### src/rtl/dmtd_stream_if.sv
// Result stream of the DMTD phase meter: one channel/phase/miss entry per valid/ready beat.
`timescale 1ns/1ps
interface dmtd_stream_if #(
   parameter int unsigned CH_W  = 2,
   parameter int unsigned CNT_W = 16
);
   logic             valid;
   logic             ready;
   logic [CH_W-1:0]  ch;
   logic [CNT_W-1:0] phase;
   logic             miss;

   modport master (output valid, ch, phase, miss, input ready);
   modport slave  (input valid, ch, phase, miss, output ready);
endinterface

### src/rtl/dmtd_multi_phase_meter.sv
// Multi-channel DMTD phase meter: deglitched beat edges time-tagged against channel 0.
// Optional `DMTD_REF_PERIOD_EN adds a channel-0 reference-period entry ahead of each drain.
`timescale 1ns/1ps
module dmtd_multi_phase_meter #(
   parameter int unsigned N_CH         = 3,
   parameter int unsigned CNT_W        = 16,
   parameter int unsigned DLY_W        = 7,
   parameter int unsigned DEGLITCH_LEN = 4,
   parameter int unsigned TIMEOUT      = 1000
) (
   input  logic                clk,
   input  logic                rst,
   input  logic                i_en,
   input  logic [N_CH-1:0]     i_async_clk,
   input  logic                i_delay_sign,
   input  logic [DLY_W-1:0]    i_delay,
   dmtd_stream_if.master       o_stream,
   output logic [N_CH-1:0]     o_beat_out,
   output logic                o_busy,
   output logic                o_overrun
);
   localparam int unsigned CH_W  = $clog2(N_CH);
   localparam int unsigned RUN_W = $clog2(DEGLITCH_LEN + 1);
   localparam int unsigned TMR_W = (TIMEOUT > 1) ? $clog2(TIMEOUT) : 1;
`ifdef DMTD_REF_PERIOD_EN
   localparam logic [CH_W-1:0] FIRST_CH = '0;
`else
   localparam logic [CH_W-1:0] FIRST_CH = CH_W'(1);
`endif

   typedef enum logic [1:0] {StIdle, StWaitRef, StCollect, StDrain} state_e;

   logic [N_CH-1:0]  r_sync1, r_sync2, r_beat, r_rise;
   logic [RUN_W-1:0] r_run [N_CH];
   logic [CNT_W-1:0] r_tag, r_tag_ref;
   logic [CNT_W-1:0] r_tag_k [1:N_CH-1];
   logic [N_CH-1:1]  r_cap;
   logic [DLY_W-1:0] r_delay;
   logic             r_delay_sign;
   logic [TMR_W-1:0] r_timer;
   logic [CH_W-1:0]  r_drain_ch;
   logic             r_overrun;
   state_e           r_state, w_state_nxt;

   logic             w_ref_latch, w_valid, w_accept, w_last, w_sel_cap, w_miss;
   logic [N_CH-1:1]  w_cap_nxt;
   logic [CNT_W-1:0] w_sel_tag, w_dly_ext, w_offset, w_phase;

   // Front end: 2-FF sync, then a level change is accepted after DEGLITCH_LEN differing samples.
   always_ff @(posedge clk) begin
      if (rst) begin
         r_sync1 <= '0;
         r_sync2 <= '0;
         r_beat  <= '0;
         r_rise  <= '0;
         for (int unsigned k = 0; k < N_CH; k++) r_run[k] <= '0;
      end else begin
         r_sync1 <= i_async_clk;
         r_sync2 <= r_sync1;
         r_rise  <= '0;
         for (int unsigned k = 0; k < N_CH; k++) begin
            if (r_sync2[k] == r_beat[k]) begin
               r_run[k] <= '0;
            end else if (r_run[k] == RUN_W'(DEGLITCH_LEN - 1)) begin
               r_beat[k] <= r_sync2[k];
               r_rise[k] <= r_sync2[k];
               r_run[k]  <= '0;
            end else begin
               r_run[k] <= r_run[k] + RUN_W'(1);
            end
         end
      end
   end

   always_ff @(posedge clk) begin
      if (rst) r_state <= StIdle;
      else     r_state <= w_state_nxt;
   end

   assign w_valid  = (r_state == StDrain);
   assign w_accept = w_valid & o_stream.ready;
   assign w_last   = (r_drain_ch == CH_W'(N_CH - 1));

   always_comb begin
      w_state_nxt = r_state;
      w_ref_latch = 1'b0;
      w_cap_nxt   = r_cap;
      for (int unsigned k = 1; k < N_CH; k++) begin
         if (r_state == StCollect && r_rise[k]) w_cap_nxt[k] = 1'b1;
      end
      case (r_state)
         StIdle: if (i_en) w_state_nxt = StWaitRef;
         StWaitRef: begin
            if (!i_en) begin
               w_state_nxt = StIdle;
            end else if (r_rise[0]) begin
               w_ref_latch = 1'b1;
               w_state_nxt = StCollect;
            end
         end
         StCollect: begin
            if (!i_en) w_state_nxt = StIdle;
            else if ((&w_cap_nxt) || r_timer == TMR_W'(TIMEOUT - 1)) w_state_nxt = StDrain;
         end
         StDrain: if (w_accept && w_last) w_state_nxt = i_en ? StWaitRef : StIdle;
         default: w_state_nxt = StIdle;
      endcase
   end

   always_ff @(posedge clk) begin
      if (rst) begin
         r_tag        <= '0;
         r_tag_ref    <= '0;
         r_delay      <= '0;
         r_delay_sign <= 1'b0;
         r_timer      <= '0;
         r_cap        <= '0;
         r_drain_ch   <= '0;
         r_overrun    <= 1'b0;
         for (int unsigned k = 1; k < N_CH; k++) r_tag_k[k] <= '0;
      end else begin
         r_tag     <= r_tag + CNT_W'(1);
         r_overrun <= r_rise[0] && (r_state == StCollect || r_state == StDrain);
         if (w_ref_latch) begin
            r_tag_ref    <= r_tag;
            r_delay      <= i_delay;
            r_delay_sign <= i_delay_sign;
            r_timer      <= '0;
            r_cap        <= '0;
         end else begin
            if (r_state == StCollect) r_timer <= r_timer + TMR_W'(1);
            r_cap <= w_cap_nxt;
         end
         for (int unsigned k = 1; k < N_CH; k++) begin
            if (r_state == StCollect && r_rise[k] && !r_cap[k]) r_tag_k[k] <= r_tag;
         end
         if (r_state != StDrain && w_state_nxt == StDrain) r_drain_ch <= FIRST_CH;
         else if (w_accept) r_drain_ch <= w_last ? '0 : r_drain_ch + CH_W'(1);
      end
   end

`ifdef DMTD_REF_PERIOD_EN
   logic [CNT_W-1:0] r_prev_ref;
   logic             r_have_ref, r_prev_ok;

   // Period history restarts whenever the meter passes through IDLE.
   always_ff @(posedge clk) begin
      if (rst) begin
         r_prev_ref <= '0;
         r_have_ref <= 1'b0;
         r_prev_ok  <= 1'b0;
      end else if (r_state == StIdle) begin
         r_have_ref <= 1'b0;
      end else if (w_ref_latch) begin
         r_prev_ref <= r_tag_ref;
         r_prev_ok  <= r_have_ref;
         r_have_ref <= 1'b1;
      end
   end
`endif

   assign w_dly_ext = CNT_W'(r_delay);
   assign w_offset  = r_delay_sign ? -w_dly_ext : w_dly_ext;

   always_comb begin
      w_sel_tag = '0;
      w_sel_cap = 1'b0;
      for (int unsigned k = 1; k < N_CH; k++) begin
         if (r_drain_ch == CH_W'(k)) begin
            w_sel_tag = r_tag_k[k];
            w_sel_cap = r_cap[k];
         end
      end
      w_phase = w_sel_tag - r_tag_ref + w_offset;
      w_miss  = !w_sel_cap;
`ifdef DMTD_REF_PERIOD_EN
      if (r_drain_ch == '0) begin
         w_phase = r_tag_ref - r_prev_ref;
         w_miss  = !r_prev_ok;
      end
`endif
      if (w_miss) w_phase = '0;
   end

   assign o_stream.valid = w_valid;
   assign o_stream.ch    = w_valid ? r_drain_ch : '0;
   assign o_stream.phase = w_valid ? w_phase : '0;
   assign o_stream.miss  = w_valid & w_miss;
   assign o_beat_out     = r_beat;
   assign o_busy         = (r_state == StCollect) || (r_state == StDrain);
   assign o_overrun      = r_overrun;
endmodule

### src/flat_wrapper.sv
// flat-port wrapper written by rule: the top's interface ports become plain ports
module dmtd_multi_phase_meter_flat 
#(
   parameter int unsigned N_CH         = 3,
   parameter int unsigned CNT_W        = 16,
   parameter int unsigned DLY_W        = 7,
   parameter int unsigned DEGLITCH_LEN = 4,
   parameter int unsigned TIMEOUT      = 1000
)
  (clk, rst, i_en, i_async_clk, i_delay_sign, i_delay, o_beat_out, o_busy, o_overrun, o_stream_valid, o_stream_ch, o_stream_phase, o_stream_miss, o_stream_ready);
  dmtd_stream_if #(.CH_W(2), .CNT_W(CNT_W)) o_stream_i ();
  input  logic clk;
  input  logic rst;
  input  logic i_en;
  input  logic [N_CH-1:0] i_async_clk;
  input  logic i_delay_sign;
  input  logic [DLY_W-1:0] i_delay;
  output logic [N_CH-1:0] o_beat_out;
  output logic o_busy;
  output logic o_overrun;
  output wire logic [$bits(o_stream_i.valid)-1:0] o_stream_valid;
  output wire logic [$bits(o_stream_i.ch)-1:0] o_stream_ch;
  output wire logic [$bits(o_stream_i.phase)-1:0] o_stream_phase;
  output wire logic [$bits(o_stream_i.miss)-1:0] o_stream_miss;
  input wire logic [$bits(o_stream_i.ready)-1:0] o_stream_ready;
  assign o_stream_valid = o_stream_i.valid;
  assign o_stream_ch = o_stream_i.ch;
  assign o_stream_phase = o_stream_i.phase;
  assign o_stream_miss = o_stream_i.miss;
  assign o_stream_i.ready = o_stream_ready;
  dmtd_multi_phase_meter #(.N_CH(N_CH), .CNT_W(CNT_W), .DLY_W(DLY_W), .DEGLITCH_LEN(DEGLITCH_LEN), .TIMEOUT(TIMEOUT)) u_core (.clk(clk), .rst(rst), .i_en(i_en), .i_async_clk(i_async_clk), .i_delay_sign(i_delay_sign), .i_delay(i_delay), .o_stream(o_stream_i), .o_beat_out(o_beat_out), .o_busy(o_busy), .o_overrun(o_overrun));
endmodule
### config.mk
export PLATFORM = sky130hd
export DESIGN_NAME = dmtd_multi_phase_meter_flat
export DESIGN_NICKNAME = d
export VERILOG_FILES = /design/src/rtl/dmtd_stream_if.sv /design/src/rtl/dmtd_multi_phase_meter.sv /design/src/flat_wrapper.sv
export SDC_FILE = /design/constraint.sdc
export NUM_CORES = 1
export LEC_CHECK = 0
export CORE_ASPECT_RATIO = 0.75
export CORE_MARGIN = 4
export CORE_UTILIZATION = 64
export CTS_CLUSTER_DIAMETER = 30
export DETAILED_ROUTE_END_ITERATION = 6
export PLACE_DENSITY = 0.86
export SLEW_MARGIN = 20
export SYNTH_ARGS = -nofsm -noshare
export SYNTH_HDL_FRONTEND = slang
export SYNTH_SLANG_ARGS = --single-unit
### constraint.sdc
create_clock -name clk -period 10.55 [get_ports clk]
set_clock_uncertainty 0.05 [all_clocks]
set_input_delay 1.5825 -clock clk [delete_from_list [all_inputs] [get_ports clk]]
set_output_delay 1.5825 -clock clk [all_outputs]
set_load 0.1 [all_outputs]
==> flow_summary.yaml, run 1 <==
critical_path:
  crit_arrival_ns: 5.28
  crit_path_max_fanout: 6
  crit_type: "flip-flop to output port"
  start_kind: "flip-flop"
  cp_data_required_time_ns: 8.92
  critPathCaptureType: "output port"
cts:
  postCtsSetupBuffers: 0
  cts_resized: 0
  clockRootBuffer: "clkbuf_16"
  holdBufCountCts: 0
  numClockSinks: 110
  cts_buffers: 9
  clock_path_buffers: 2
  h-tree-depth: 3
  cts_tree: "yes"
  clkLatencyLatePin_ns: 0.35
  clk_pin_slew_ns: 0.07
grt:
  grt_pass1_vias: 4412
  grt_pass1_wl_microns: 21500
  grt_max_degree: 66
  antenna_found_initial: 0
  grt_use_total_pct: 24.5
  grt-ovfl-total: 0
placed_design:
  post-dp-hpwl_microns: 8990
  placed_area_sq_um: 6330
  gp_congestion: 0.885
  portBuffers: 39
timing:
  final.period_utilization_pct: 65.6
  min_period_ns: 6.92
  worst-slew-pin-transition_ns: 0.998
  rsz0062_at_grt: "no"
  fin_tns_setup_ns: 0
  max-slew-margin-rel_pct: 33.3
  slew_violations: 0
  setup_viol: 0
  hold_violations: 0
  fmax_mhz: 145
synthesis:
  synth_commonest_cells: "nand2_1, dfxtp_1, nor2_1"
  netlist_area_sq_um: 5880
  syn_avg_cell_area_sq_um: 9.39
  synth_cells: 626
  synth_edf_count: 41
  yosysTopAreaCellShare_pct: 23.5
  synth_area_leaders: "dfxtp_1, edfxtp_1, ha_1"
  synth_seq_cells: 110
  ys_seq_area_share_pct: 44.5
  synth_warnings: 0
  async_flop_share_pct: 0
  ys.flop_type: "dfxtp_1"
  synth_cell_types: 55
  yosysTopAreaCell: "dfxtp_1"
  yosysMostFrequentCell: "nand2_1"
routing:
  dr.pass1.iters: 5
  viasPerCell: 5.91
  wirelength_microns: 12700
  postRouteAntennaNets: 0
  via_count: 4570
  wl_per_cell_microns: 16.4
  route.detailed.drc: 0
  drt_iter0_drc: 490
layout:
  syn_to_final_growth_pct: 12.9
  n_antenna_cell: 0
  layout-drive-gt1-share_pct: 4.66
  final_nets: 716
  fin_area_sq_um: 6630
power:
  power_frac_comb_pct: 2.8
  vdd_ir_drop_max_mv: 0.119
  p_int_uw: 623
  switching_share_pct: 22.6
  cellPowerDensity_nw_per_um2: 121
  power.switching_uw: 182
  p_seq_share_pct: 56.2
  power.leakage_nw: 2.54
  p_clk_share_pct: 41.0
floorplanning:
  die_height_microns: 91.0
  die_w_microns: 119
  rows: 29
  die_area_sq_um: 10800
  pin_count: 40
  start_util_pct: 67.5
  core-area_sq_um: 8710
worst_hold_path:
  hold_path_class: "flip-flop to flip-flop"
run_status:
  status: "finished, final reports clean"
flow_run:
  cap_viol_max_count: 0
## per-layer routing
layer / vias up / routed length [microns] / global-route usage [%] / share of wire [%]
met1: 2151 / 5580 / 33.2 / 44
li1: 2202 / - / - / -
met5: - / 0 / 0 / 0
met2: 206 / 5930 / 39.0 / 47
met3: 11 / 1050 / 6.52 / 8.3
met4: 0 / 138 / 7.62 / 1.1
## kinds of logic (layout without fill, tap and decap cells)
logic type               count (synthesis)  count (layout)  share of synthesized area, %
AO/OA/AOI/OAI                          122             122                          13.5
XOR/XNOR                                32              32                          5.00
adder cells (fa/ha/maj)                 41              41                          10.6
buffers and inverters                   70             101                          4.96
flip-flops                             110             110                          44.5
multiplexers                             6               6                          1.02
other                                    1               9                        0.0638
AND/OR/NAND/NOR                        244             244                          20.3
## cell usage in the layout (no fill, tap or decap), types with 6 or more instances in the layout
master           netlist  layout
a21oi_1               51      51
ha_1                  26      26
and3_1                 8       8
xor2_1                16      16
nor2_1                55      55
fa_1                  15      15
a22o_1                 7       7
inv_1                 40      40
clkdlybuf4s50_1        0      38
a22oi_1               10      10
nor3_1                 9       9
dfxtp_1               69      69
xnor2_1               15      15
edfxtp_1              41      41
nand3_1               14      14
mux2i_1                6       6
and2_1                34      34
nand4_1                6       6
nand2_1               78      78
o21ai_0               18      18
buf_4                  0       6
nor2b_1               12      10
clkbuf_16              0       9
or3_1                 11      11
conb_1                 1       9
## critical path: stages, from the launching register on
cell,delay [ns]
dfxtp_1,0.36
or4_4,0.60
o41ai_1,0.66
fa_1,0.55
inv_1,0.07
ha_1,0.25
a21oi_1,0.13
o221a_1,0.27
o221a_2,0.32
o31ai_1,0.32
mux2i_1,0.23
clkdlybuf4s50_1,1.17
## area by class of cell
type                            count  area [sq um]
Clock buffer                        9           225
Clock inverter                      7          68.8
Fill cell                         579          2070
Inverter                           40           150
Multi-Input combinational cell    454          3010
Sequential cell                   110          2610
Tap cell                          108           135
Timing Repair Buffer               45           430
## power by group through the flow
stage	Combinational, mW	Sequential, mW	Clock, mW
2_1_floorplan	0.0138	0.460	0
3_3_place_gp	0.0216	0.462	0
3_5_place_dp	0.0226	0.462	0
4_1_cts	0.0227	0.452	0.334
5_1_grt	0.0252	0.453	0.353
6_report	0.0228	0.453	0.330
## state kept, by name (all words and copies together) (netlist names)
| signal | count |
|---|---|
| u_core.o_overrun | 1 |
| u_core.r_delay | 7 |
| u_core.r_run | 9 |
| u_core.o_beat_out | 3 |
| u_core.r_timer | 10 |
| u_core.r_tag | 16 |
| u_core.r_tag_k | 32 |
| u_core.r_tag_ref | 16 |
| u_core.r_sync2 | 3 |
| u_core.r_cap | 2 |
| u_core.r_sync1 | 3 |
| u_core.r_delay_sign | 1 |
| u_core.r_state | 2 |
| u_core.r_rise | 3 |
| u_core.r_drain_ch | 2 |
## metrics by stage
step | hold slack, ns | instances | utilization [%] | worst slack (ns) | power (mW)
after global placement | 0.368 | 757 | 72.7 | 4.09 | 0.483
after floorplan | 0.364 | 634 | - | 3.74 | 0.474
after detailed placement | 0.380 | 757 | 72.7 | 3.83 | 0.485
final | 0.397 | 773 | 76.2 | 3.63 | 0.805
after CTS | 0.400 | 773 | 76.1 | 3.39 | 0.809
after global routing | 0.419 | 773 | 76.2 | 3.27 | 0.831
## final timing paths
path	start	slack, ns	depth (start not counted)	to
max	u_core.r_delay[0]	3.63	11	o_stream_phase[13]
min	u_core.r_sync1[0]	0.40	1	u_core.r_sync2[0]
max reg2reg	u_core.r_state[1]	8.15	4	u_core.r_timer[9]
min reg2reg	u_core.r_sync1[0]	0.40	1	u_core.r_sync2[0]
Note: power is estimated with default switching activity, not from simulation.
==> run 2, diff against run 1 <==
--- a/config.mk
+++ b/config.mk
@@ -7,10 +7,10 @@
 export LEC_CHECK = 0
 export CORE_ASPECT_RATIO = 0.75
 export CORE_MARGIN = 4
-export CORE_UTILIZATION = 64
+export CORE_UTILIZATION = 54
 export CTS_CLUSTER_DIAMETER = 30
 export DETAILED_ROUTE_END_ITERATION = 6
-export PLACE_DENSITY = 0.86
+export PLACE_DENSITY = 0.77
 export SLEW_MARGIN = 20
 export SYNTH_ARGS = -nofsm -noshare
 export SYNTH_HDL_FRONTEND = slang
==> constraint.sdc (replaced) <==
create_clock -name clk -period 5.6 [get_ports clk]
set_clock_uncertainty 0.05 [all_clocks]
set_input_delay 0.84 -clock clk [delete_from_list [all_inputs] [get_ports clk]]
set_output_delay 0.84 -clock clk [all_outputs]
set_load 0.1 [all_outputs]
==> run 2 against run 1 <==
Clock-buffer cell count unchanged. Utilization fell by 12 points. First-iteration DRC count shrank 41%. Die area up 17%. Hold slack got worse by 0.0059 ns. Sequential share of layout area decreased by 0.30 points. Register-to-register slack lost 4.9 ns. Critical path depth stayed put.
==> flow_summary.yaml, run 2 (synthesis gave the netlist of run 1 again) <==
cts:
  holdBufCountCts: 0
  cts_buffers: 9
  numClockSinks: 110
  postCtsSetupBuffers: 0
  clock_path_buffers: 2
  cts_resized: 0
  h-tree-depth: 3
  clkLatencyLatePin_ns: 0.34
  clk_pin_slew_ns: 0.07
  clockRootBuffer: "clkbuf_16"
  cts_tree: "yes"
layout:
  fin_area_sq_um: 6690
  layout-drive-gt1-share_pct: 7.20
  largestRegisters: "u_core.r_tag_k: 32 flops, u_core.r_tag: 16 flops, u_core.r_tag_ref: 16 flops"
  syn_to_final_growth_pct: 13.8
  mostFrequentLayoutCells: "nand2_1, dfxtp_1, nor2_1"
  final_util_pct: 64.0
  multi_input_area_sq_um: 3020
  largest_reg_flops: 32
  nFillCells: 860
  final_nets: 718
  n_antenna_cell: 0
  instances_no_fill: 803
  seq_area_sq_um: 2610
  max_flop_register: "u_core.r_tag_k"
  layout_commonest_cell: "nand2_1"
critical_path:
  start_kind: "flip-flop"
  crit_arrival_ns: 4.29
  crit_path_max_fanout: 6
  cp_data_required_time_ns: 4.71
  r2r_start: "u_core.r_state[1]"
  critPathCaptureType: "output port"
  crit_type: "flip-flop to output port"
  crit_start: "u_core.r_delay[0]"
routing:
  wl_per_cell_microns: 15.3
  drt_iter0_drc: 290
  dr.pass1.iters: 5
  wirelength_microns: 12300
  route.detailed.drc: 0
  viasPerCell: 5.54
  postRouteAntennaNets: 0
  via_count: 4449
placed_design:
  placed_area_sq_um: 6390
  gp_congestion: 0.815
  post-dp-hpwl_microns: 8910
  portBuffers: 39
  dp.cells: 787
  pre_cts_ws_ns: 0.784
grt:
  grt_pass1_wl_microns: 21000
  grt_max_degree: 35
  grt_pass1_vias: 4432
  grt_use_total_pct: 20.5
  grt-ovfl-total: 0
  antenna_found_initial: 0
power:
  vdd_ir_drop_max_mv: 0.155
  power.leakage_nw: 2.59
  total_power_mw: 1.50
  cellPowerDensity_nw_per_um2: 225
timing:
  rsz0062_at_grt: "no"
  slew_violations: 0
  final.period_utilization_pct: 92.5
  fmax_mhz: 193
  fin_tns_setup_ns: 0
  hold_violations: 0
  setup_ws_ns: 0.419
  setup_viol: 0
  min_period_ns: 5.18
  max-slew-margin-rel_pct: 33.8
  worst-slew-pin-transition_ns: 0.990
  hold_slack_ns: 0.391
worst_hold_path:
  worstHoldStart: "u_core.r_sync1[0]"
  hold_path_class: "flip-flop to flip-flop"
floorplanning:
  die_height_microns: 98.3
  rows: 32
  core-area_sq_um: 10500
  pin_count: 40
  die_area_sq_um: 12600
  start_util_pct: 56.2
  die_w_microns: 128
flow_run:
  cap_viol_max_count: 0
run_status:
  status: "finished, final reports clean"
-- run 2: changes by cell type in the layout (fill, tap and decap cells not counted), sizes merged --
cell,delta
buf,+17
clkdlybuf4s50,-15
clkinv,-1
inv,+1
-- run 2: area by class of cell --
class	count	share of cell area, %
timing repair buffer	47	6.66
tap	136	2.55
multi-input combinational	454	45.1
inverter	40	2.25
sequential	110	39.1
clock inverter	7	0.992
clock buffer	9	3.37
-- run 2: critical path, stage by stage (launching register included) --
cell	delay, ns
dfxtp_1	0.36
or4_4	0.60
o41ai_1	0.58
fa_1	0.53
inv_1	0.07
ha_1	0.25
a21oi_1	0.12
o221a_1	0.27
o221a_2	0.32
o31ai_1	0.34
mux2i_2	0.31
buf_12	0.21
-- run 2: path summary, 6_finish.rpt --
kind / endpoint / slack (ns) / cells past startpoint
setup / recovery: o_stream_phase[13] / 0.42 / 11
hold / removal: u_core.r_sync2[0] / 0.39 / 1
setup reg to reg: u_core.r_timer[9] / 3.25 / 4
hold reg to reg: u_core.r_sync2[0] / 0.39 / 1
-- run 2: layer usage --
layer / global-route usage (%) / routed length [microns] / vias up
li1: - / - / 2215
met1: 28.7 / 5920 / 2121
met2: 32.3 / 5600 / 107
met3: 5.36 / 688 / 6
met4: 4.49 / 70 / 0
met5: 0 / 0 / -
-- run 2: where the power goes --
group	internal, mW	leakage, nW	switching, mW
Clock	0.312	0.143	0.297
Combinational	0.0187	1.47	0.0245
Sequential	0.842	0.981	0.00912
